## config.mk

```make
export PLATFORM = sky130hd
export DESIGN_NAME = register_file_mp_flat
export DESIGN_NICKNAME = d
export VERILOG_FILES = /design/src/rtl/register_file_mp_if.sv /design/src/rtl/register_file_mp.sv /design/src/flat_wrapper.sv
export SDC_FILE = /design/constraint.sdc
export NUM_CORES = 2
export LEC_CHECK = 0
export CAP_MARGIN = 25
export CORE_MARGIN = 1.5
export CORE_UTILIZATION = 30
export CTS_CLUSTER_SIZE = 10
export DETAILED_ROUTE_END_ITERATION = 10
export PLACE_DENSITY = 0.42
export SKIP_LAST_GASP = 1
export SYNTH_ARGS = -nofsm -noshare
export SYNTH_HDL_FRONTEND = slang
export SYNTH_SLANG_ARGS = --single-unit
export TNS_END_PERCENT = 10
```

## constraint.sdc

```tcl
create_clock -name clk -period 4.6 [get_ports clk]
set_clock_uncertainty 0.15 [all_clocks]
set_input_delay 1.15 -clock clk [delete_from_list [all_inputs] [get_ports clk]]
set_output_delay 1.15 -clock clk [all_outputs]
set_load 0.005 [all_outputs]
```

## src/rtl/register_file_mp_if.sv

```systemverilog
// Bus bundle for the dual-port register file: read/write ports plus clear handshake.
interface register_file_mp_if #(
    parameter int N = 32,
    parameter int A = 5
);
    logic [A-1:0] rd_addr0;
    logic [A-1:0] rd_addr1;
    logic [N-1:0] rd_data0;
    logic [N-1:0] rd_data1;
    logic [A-1:0] wr_addr0;
    logic [N-1:0] wr_data0;
    logic         wr_ena0;
    logic [A-1:0] wr_addr1;
    logic [N-1:0] wr_data1;
    logic         wr_ena1;
    logic         clear_req;
    logic         busy;
    logic         clear_done;

    modport master (
        output rd_addr0, rd_addr1,
        output wr_addr0, wr_data0, wr_ena0,
        output wr_addr1, wr_data1, wr_ena1,
        output clear_req,
        input  rd_data0, rd_data1, busy, clear_done
    );

    modport slave (
        input  rd_addr0, rd_addr1,
        input  wr_addr0, wr_data0, wr_ena0,
        input  wr_addr1, wr_data1, wr_ena1,
        input  clear_req,
        output rd_data0, rd_data1, busy, clear_done
    );
endinterface

```

## src/rtl/register_file_mp.sv

```systemverilog
// 2R/2W register file with optional zero register, write bypass and clear sequencer.
module register_file_mp #(
    parameter int N        = 32,
    parameter int A        = 5,
    parameter int ZERO_REG = 1,
    parameter int BYPASS   = 1
) (
    input logic               clk,
    input logic               rst,
    register_file_mp_if.slave bus
);
    localparam int DEPTH = 1 << A;

    typedef enum logic {
        IDLE,
        CLEAR
    } state_t;

    state_t       state;
    state_t       state_nxt;
    logic [A-1:0] idx;
    logic [A-1:0] idx_nxt;
    logic         done_nxt;
    logic         idle;
    logic         clr_en;
    logic         we0;
    logic         we1;
    logic         byp_en;
    logic [N-1:0] regs [DEPTH];

    always_ff @(posedge clk) begin
        if (rst) begin
            state          <= IDLE;
            idx            <= '0;
            bus.clear_done <= 1'b0;
        end else begin
            state          <= state_nxt;
            idx            <= idx_nxt;
            bus.clear_done <= done_nxt;
        end
    end

    always_comb begin
        state_nxt = state;
        idx_nxt   = idx;
        done_nxt  = 1'b0;
        unique case (state)
            IDLE: begin
                if (bus.clear_req) begin
                    state_nxt = CLEAR;
                    idx_nxt   = '0;
                end
            end
            CLEAR: begin
                idx_nxt = idx + 1'b1;
                if (idx == A'(DEPTH - 1)) begin
                    state_nxt = IDLE;
                    done_nxt  = 1'b1;
                end
            end
            default: begin
                state_nxt = IDLE;
                idx_nxt   = '0;
            end
        endcase
    end

    always_comb begin
        idle     = (state == IDLE);
        clr_en   = (state == CLEAR);
        bus.busy = clr_en;
    end

    // Writes to a hardwired zero register are squashed here so bypass never sees them.
    assign we0 = bus.wr_ena0 && idle &&
                 !((ZERO_REG != 0) && (bus.wr_addr0 == '0));
    assign we1 = bus.wr_ena1 && idle &&
                 !((ZERO_REG != 0) && (bus.wr_addr1 == '0));
    assign byp_en = (BYPASS != 0) && idle;

    // Port 1 is written last so it wins a same-address collision.
    always_ff @(posedge clk) begin
        if (rst) begin
            for (int i = 0; i < DEPTH; i++) begin
                regs[i] <= '0;
            end
        end else if (clr_en) begin
            regs[idx] <= '0;
        end else begin
            if (we0) begin
                regs[bus.wr_addr0] <= bus.wr_data0;
            end
            if (we1) begin
                regs[bus.wr_addr1] <= bus.wr_data1;
            end
        end
    end

    always_comb begin
        bus.rd_data0 = regs[bus.rd_addr0];
        if (byp_en && we1 && (bus.rd_addr0 == bus.wr_addr1)) begin
            bus.rd_data0 = bus.wr_data1;
        end else if (byp_en && we0 && (bus.rd_addr0 == bus.wr_addr0)) begin
            bus.rd_data0 = bus.wr_data0;
        end
        if ((ZERO_REG != 0) && (bus.rd_addr0 == '0)) begin
            bus.rd_data0 = '0;
        end
    end

    always_comb begin
        bus.rd_data1 = regs[bus.rd_addr1];
        if (byp_en && we1 && (bus.rd_addr1 == bus.wr_addr1)) begin
            bus.rd_data1 = bus.wr_data1;
        end else if (byp_en && we0 && (bus.rd_addr1 == bus.wr_addr0)) begin
            bus.rd_data1 = bus.wr_data0;
        end
        if ((ZERO_REG != 0) && (bus.rd_addr1 == '0)) begin
            bus.rd_data1 = '0;
        end
    end
endmodule
```

## src/flat_wrapper.sv

```systemverilog
// flat-port wrapper written by rule: the top's interface ports become plain ports
module register_file_mp_flat 
#(
    parameter int N        = 32,
    parameter int A        = 5,
    parameter int ZERO_REG = 1,
    parameter int BYPASS   = 1
)
  (clk, rst, bus_rd_addr0, bus_rd_addr1, bus_wr_addr0, bus_wr_data0, bus_wr_ena0, bus_wr_addr1, bus_wr_data1, bus_wr_ena1, bus_clear_req, bus_rd_data0, bus_rd_data1, bus_busy, bus_clear_done);
  register_file_mp_if #(.N(N), .A(A)) bus_i ();
  input logic clk;
  input logic rst;
  input wire logic [$bits(bus_i.rd_addr0)-1:0] bus_rd_addr0;
  input wire logic [$bits(bus_i.rd_addr1)-1:0] bus_rd_addr1;
  input wire logic [$bits(bus_i.wr_addr0)-1:0] bus_wr_addr0;
  input wire logic [$bits(bus_i.wr_data0)-1:0] bus_wr_data0;
  input wire logic [$bits(bus_i.wr_ena0)-1:0] bus_wr_ena0;
  input wire logic [$bits(bus_i.wr_addr1)-1:0] bus_wr_addr1;
  input wire logic [$bits(bus_i.wr_data1)-1:0] bus_wr_data1;
  input wire logic [$bits(bus_i.wr_ena1)-1:0] bus_wr_ena1;
  input wire logic [$bits(bus_i.clear_req)-1:0] bus_clear_req;
  output wire logic [$bits(bus_i.rd_data0)-1:0] bus_rd_data0;
  output wire logic [$bits(bus_i.rd_data1)-1:0] bus_rd_data1;
  output wire logic [$bits(bus_i.busy)-1:0] bus_busy;
  output wire logic [$bits(bus_i.clear_done)-1:0] bus_clear_done;
  assign bus_i.rd_addr0 = bus_rd_addr0;
  assign bus_i.rd_addr1 = bus_rd_addr1;
  assign bus_i.wr_addr0 = bus_wr_addr0;
  assign bus_i.wr_data0 = bus_wr_data0;
  assign bus_i.wr_ena0 = bus_wr_ena0;
  assign bus_i.wr_addr1 = bus_wr_addr1;
  assign bus_i.wr_data1 = bus_wr_data1;
  assign bus_i.wr_ena1 = bus_wr_ena1;
  assign bus_i.clear_req = bus_clear_req;
  assign bus_rd_data0 = bus_i.rd_data0;
  assign bus_rd_data1 = bus_i.rd_data1;
  assign bus_busy = bus_i.busy;
  assign bus_clear_done = bus_i.clear_done;
  register_file_mp #(.N(N), .A(A), .ZERO_REG(ZERO_REG), .BYPASS(BYPASS)) u_core (.clk(clk), .rst(rst), .bus(bus_i));
endmodule
```

==> flow_metrics.env <==
export IMPL_outcome="complete, but fails checks"
export IMPL_violations="setup timing"
export IMPL_hold_slack_ps=438
export IMPL_async_reset_ff_frac=0
export IMPL_finalNetCount=6281
export IMPL_root_buffer="clkbuf_16"
export IMPL_grt_pass1_vias=52400
export IMPL_synth_seq_cells=1031
export IMPL_synth_area_um2=60700
export IMPL_comb_power_share=0.157
export IMPL_first_pass_iters=6
export IMPL_synth_edff_count=1024
export IMPL_fin_area_um2=77100
export IMPL_wl_per_cell_um=37.5
export IMPL_dp_hpwl_um=222000
export IMPL_max_slew_margin=0.412
export IMPL_startpoint_type="primary input"
export IMPL_antenna_found_initial=40
export IMPL_placed_area_um2=71400
export IMPL_ff2ff_setup_slack_ps=1310
export IMPL_crit_chain="buf_16, nor2b_1, and3_2, buf_12, a22oi_1, nand4_1, buf_4, or4_4, a21oi_4, buf_6, buf_2"
export IMPL_die_w_um=453
export IMPL_drt_iter0_drc=7695
export IMPL_synthTopCellsByArea="edfxtp_1, mux2i_1, o21ai_0"
export IMPL_synth_seq_area_share=0.509
export IMPL_ctsHoldBuffers=0
export IMPL_synth_top_area_share=0.507
export IMPL_cts_tree="done"
export IMPL_avgViaCountPerCell=6.07
export IMPL_hold_viol_final=0
export IMPL_grt_start_max_net_pins=40
export IMPL_critPathKind="primary input to output pin"
export IMPL_irDropWorstVdd_mv=0.231
export IMPL_avgSynthCellArea_um2=10.5
export IMPL_intPower_mw=17.7
export IMPL_tightest_slew_ps=878
export IMPL_coreArea_um2=200000
export IMPL_tns_ps=-13110
export IMPL_cts_made_buffers=134
export IMPL_wl_um=336000
export IMPL_htree_num_levels=4
export IMPL_p_total_mw=24.7
export IMPL_p_leak_nw=27.6
export IMPL_yosysTopAreaCell="edfxtp_1"
export IMPL_die_h_um=453
export IMPL_drive_above_1_share=0.230
export IMPL_rsz0062_at_grt="true"
export IMPL_crit_required_ps=3300
export IMPL_crit_arrival_ps=3690
export IMPL_p_sw_mw=6.98
export IMPL_crit_path_end_kind="output pin"
export IMPL_cts_buffer_depth=3
export IMPL_maxCapViolCount=0
export IMPL_io_pins=155
export IMPL_path_clk_slew_ps=60
export IMPL_grtUsageTotal=0.318
export IMPL_ant_nets=0
export IMPL_fill_cells=19400
export IMPL_critPathSlowestCell="or4_4"
export IMPL_post_route_util=0.384
export IMPL_std_cell_rows=164
export IMPL_period_needed_ps=4990
export IMPL_cp_max_fo=9
export IMPL_clock_sinks=1031
export IMPL_max_freq_mhz=201
export IMPL_fin_crit_sh=1.08
export IMPL_syn_inst=5770
export IMPL_grt_pass1_wl_um=448000
export IMPL_fin_cells=8949
export IMPL_start_util=0.303
export IMPL_clkPwrFrac=0.401
export IMPL_gp_congestion=0.923
export IMPL_worst_slack_ps=-387
export IMPL_max_stage_delay_ps=520
export IMPL_die_area_um2=205000
export IMPL_vias=54300
export IMPL_hold_class="flop to flop"
export IMPL_p_sw_frac=0.283
export IMPL_place_inst=8633
export IMPL_place_worst_setup_slack_ps=-1510
export IMPL_synth_flop_cell="edfxtp_1"
export IMPL_grt_ovfl_total=0
export IMPL_final_max_slew_viol_count=0
export IMPL_power_density_nw_per_um2=320
export IMPL_yosys_warnings=0
export IMPL_ys_types=58
export IMPL_clk_latency_ps=830
export IMPL_syn2layout_area_growth_pct=26.9
export IMPL_drc=0
export IMPL_power_share_sequential=0.442
export IMPL_placement_io_buffers=154
export IMPL_setup_violations=59
## registers in the layout, indices dropped and copies added (netlist names)
register	cells
u_core.idx	5
u_core.regs	1024
u_core.bus.clear_done	1
u_core.bus.busy	1
## power by group through the flow
stage | Clock [mW] | Sequential, mW | Combinational, mW
3_5_place_dp | 0 | 11.1 | 3.66
2_1_floorplan | 0 | 11.0 | 1.65
5_1_grt | 10.3 | 10.9 | 3.96
6_report | 9.88 | 10.9 | 3.87
3_3_place_gp | 0 | 11.1 | 3.66
4_1_cts | 9.97 | 10.9 | 3.77
## final timing paths
| check | startpoint | depth (start not counted) | end |
|---|---|---|---|
| worst min-delay path | u_core.idx[0]$_SDFFE_PP0P_ | 2 | u_core.idx[0]$_SDFFE_PP0P_ |
| worst max-delay path | bus_rd_addr0[1] | 11 | bus_rd_data0[12] |
| worst max register to register | u_core.bus.busy$_SDFF_PP0_ | 6 | u_core.regs[13][30]$_DFFE_PP_ |
| worst min register to register | u_core.idx[0]$_SDFFE_PP0P_ | 2 | u_core.idx[0]$_SDFFE_PP0P_ |
## worst max-delay path: cells and delay by family
kind                   cells  cell delay, ps
AOI/OAI and AO/OA          2             430
buffers and inverters      5             840
and+or+nand+nor            4            1250
## layer usage
metal / vias up / global-route usage / routed length [um]
li1: 22400 / - / -
met1: 27300 / 0.402 / 129000
met2: 3604 / 0.499 / 151000
met3: 896 / 0.0779 / 34400
met4: 12 / 0.173 / 20800
met5: - / 0.00117 / 76
## area by class of cell
class | instances | area [um2] | area share
flip-flops and latches | 1031 | 30900 | 0.401
well taps | 2656 | 3320 | 0.0431
diodes | 13 | 32.5 | 0.000422
inverters | 12 | 45.0 | 0.000585
clock buffers | 177 | 3550 | 0.0460
clock inverters | 49 | 372 | 0.00482
repair buffers | 953 | 10600 | 0.138
multi-input cells | 4058 | 28200 | 0.366
## logic make-up after synthesis
group / count (synthesis) / synth area share
AO/OA/AOI/OAI: 1606 / 0.157
AND/OR/NAND/NOR: 1588 / 0.113
flip-flops: 1031 / 0.509
multiplexers: 809 / 0.171
buffers and inverters: 712 / 0.0466
XOR/XNOR: 21 / 0.00303
adder cells (fa/ha/maj): 2 / 0.000412
other: 1 / 0.0000618
## cell usage in the layout, fill, tap and decap left out, types with 25 or more instances in the layout
cell type | Yosys | routed
a211oi_1 | 67 | 59
a21oi_1 | 86 | 64
a22oi_1 | 331 | 322
buf_12 | 0 | 214
buf_4 | 1 | 531
buf_6 | 8 | 37
clkbuf_1 | 549 | 41
clkbuf_16 | 0 | 139
clkdlybuf4s50_1 | 0 | 74
conb_1 | 1 | 32
dlygate4sd2_1 | 0 | 44
edfxtp_1 | 1024 | 1024
mux2i_1 | 624 | 624
mux4_2 | 183 | 183
nand2_1 | 1086 | 1070
nand3_1 | 101 | 93
nand4_1 | 53 | 53
nor2_1 | 105 | 65
nor2_4 | 0 | 39
nor2b_1 | 69 | 63
nor3_1 | 70 | 59
o21ai_0 | 940 | 935
o21ai_2 | 40 | 43
o22ai_1 | 46 | 44
o31ai_1 | 49 | 48
or4_4 | 0 | 25
## what timing repair did
item,4_1_cts,5_1_grt
gates cloned,4,3
resized for setup,283,72
endpoints found under the setup margin,64,64
pin swaps,66,27
setup buffers,52,25
## synthesized netlist by cell type, types with 7 or more instances
| library cell | count |
|---|---|
| nand4_1 | 53 |
| or4_1 | 28 |
| xnor2_1 | 9 |
| nand2b_1 | 7 |
| nor3_1 | 70 |
| nor2b_1 | 69 |
| a211oi_1 | 67 |
| o22ai_1 | 46 |
| or3_1 | 9 |
| nor2_1 | 105 |
| buf_1 | 69 |
| nand3b_1 | 18 |
| o21ai_0 | 940 |
| inv_1 | 12 |
| a31oi_1 | 9 |
| dfxtp_1 | 7 |
| o21ai_2 | 40 |
| clkbuf_1 | 549 |
| buf_2 | 73 |
| nand2_1 | 1086 |
| a21oi_1 | 86 |
| o31ai_1 | 49 |
| mux2i_1 | 624 |
| a22oi_1 | 331 |
| edfxtp_1 | 1024 |
| nand3_1 | 101 |
| mux4_2 | 183 |
| buf_6 | 8 |
| xor2_1 | 12 |
| a211o_1 | 23 |
| nor4_1 | 9 |
Note: power is estimated with default switching activity, not from simulation.
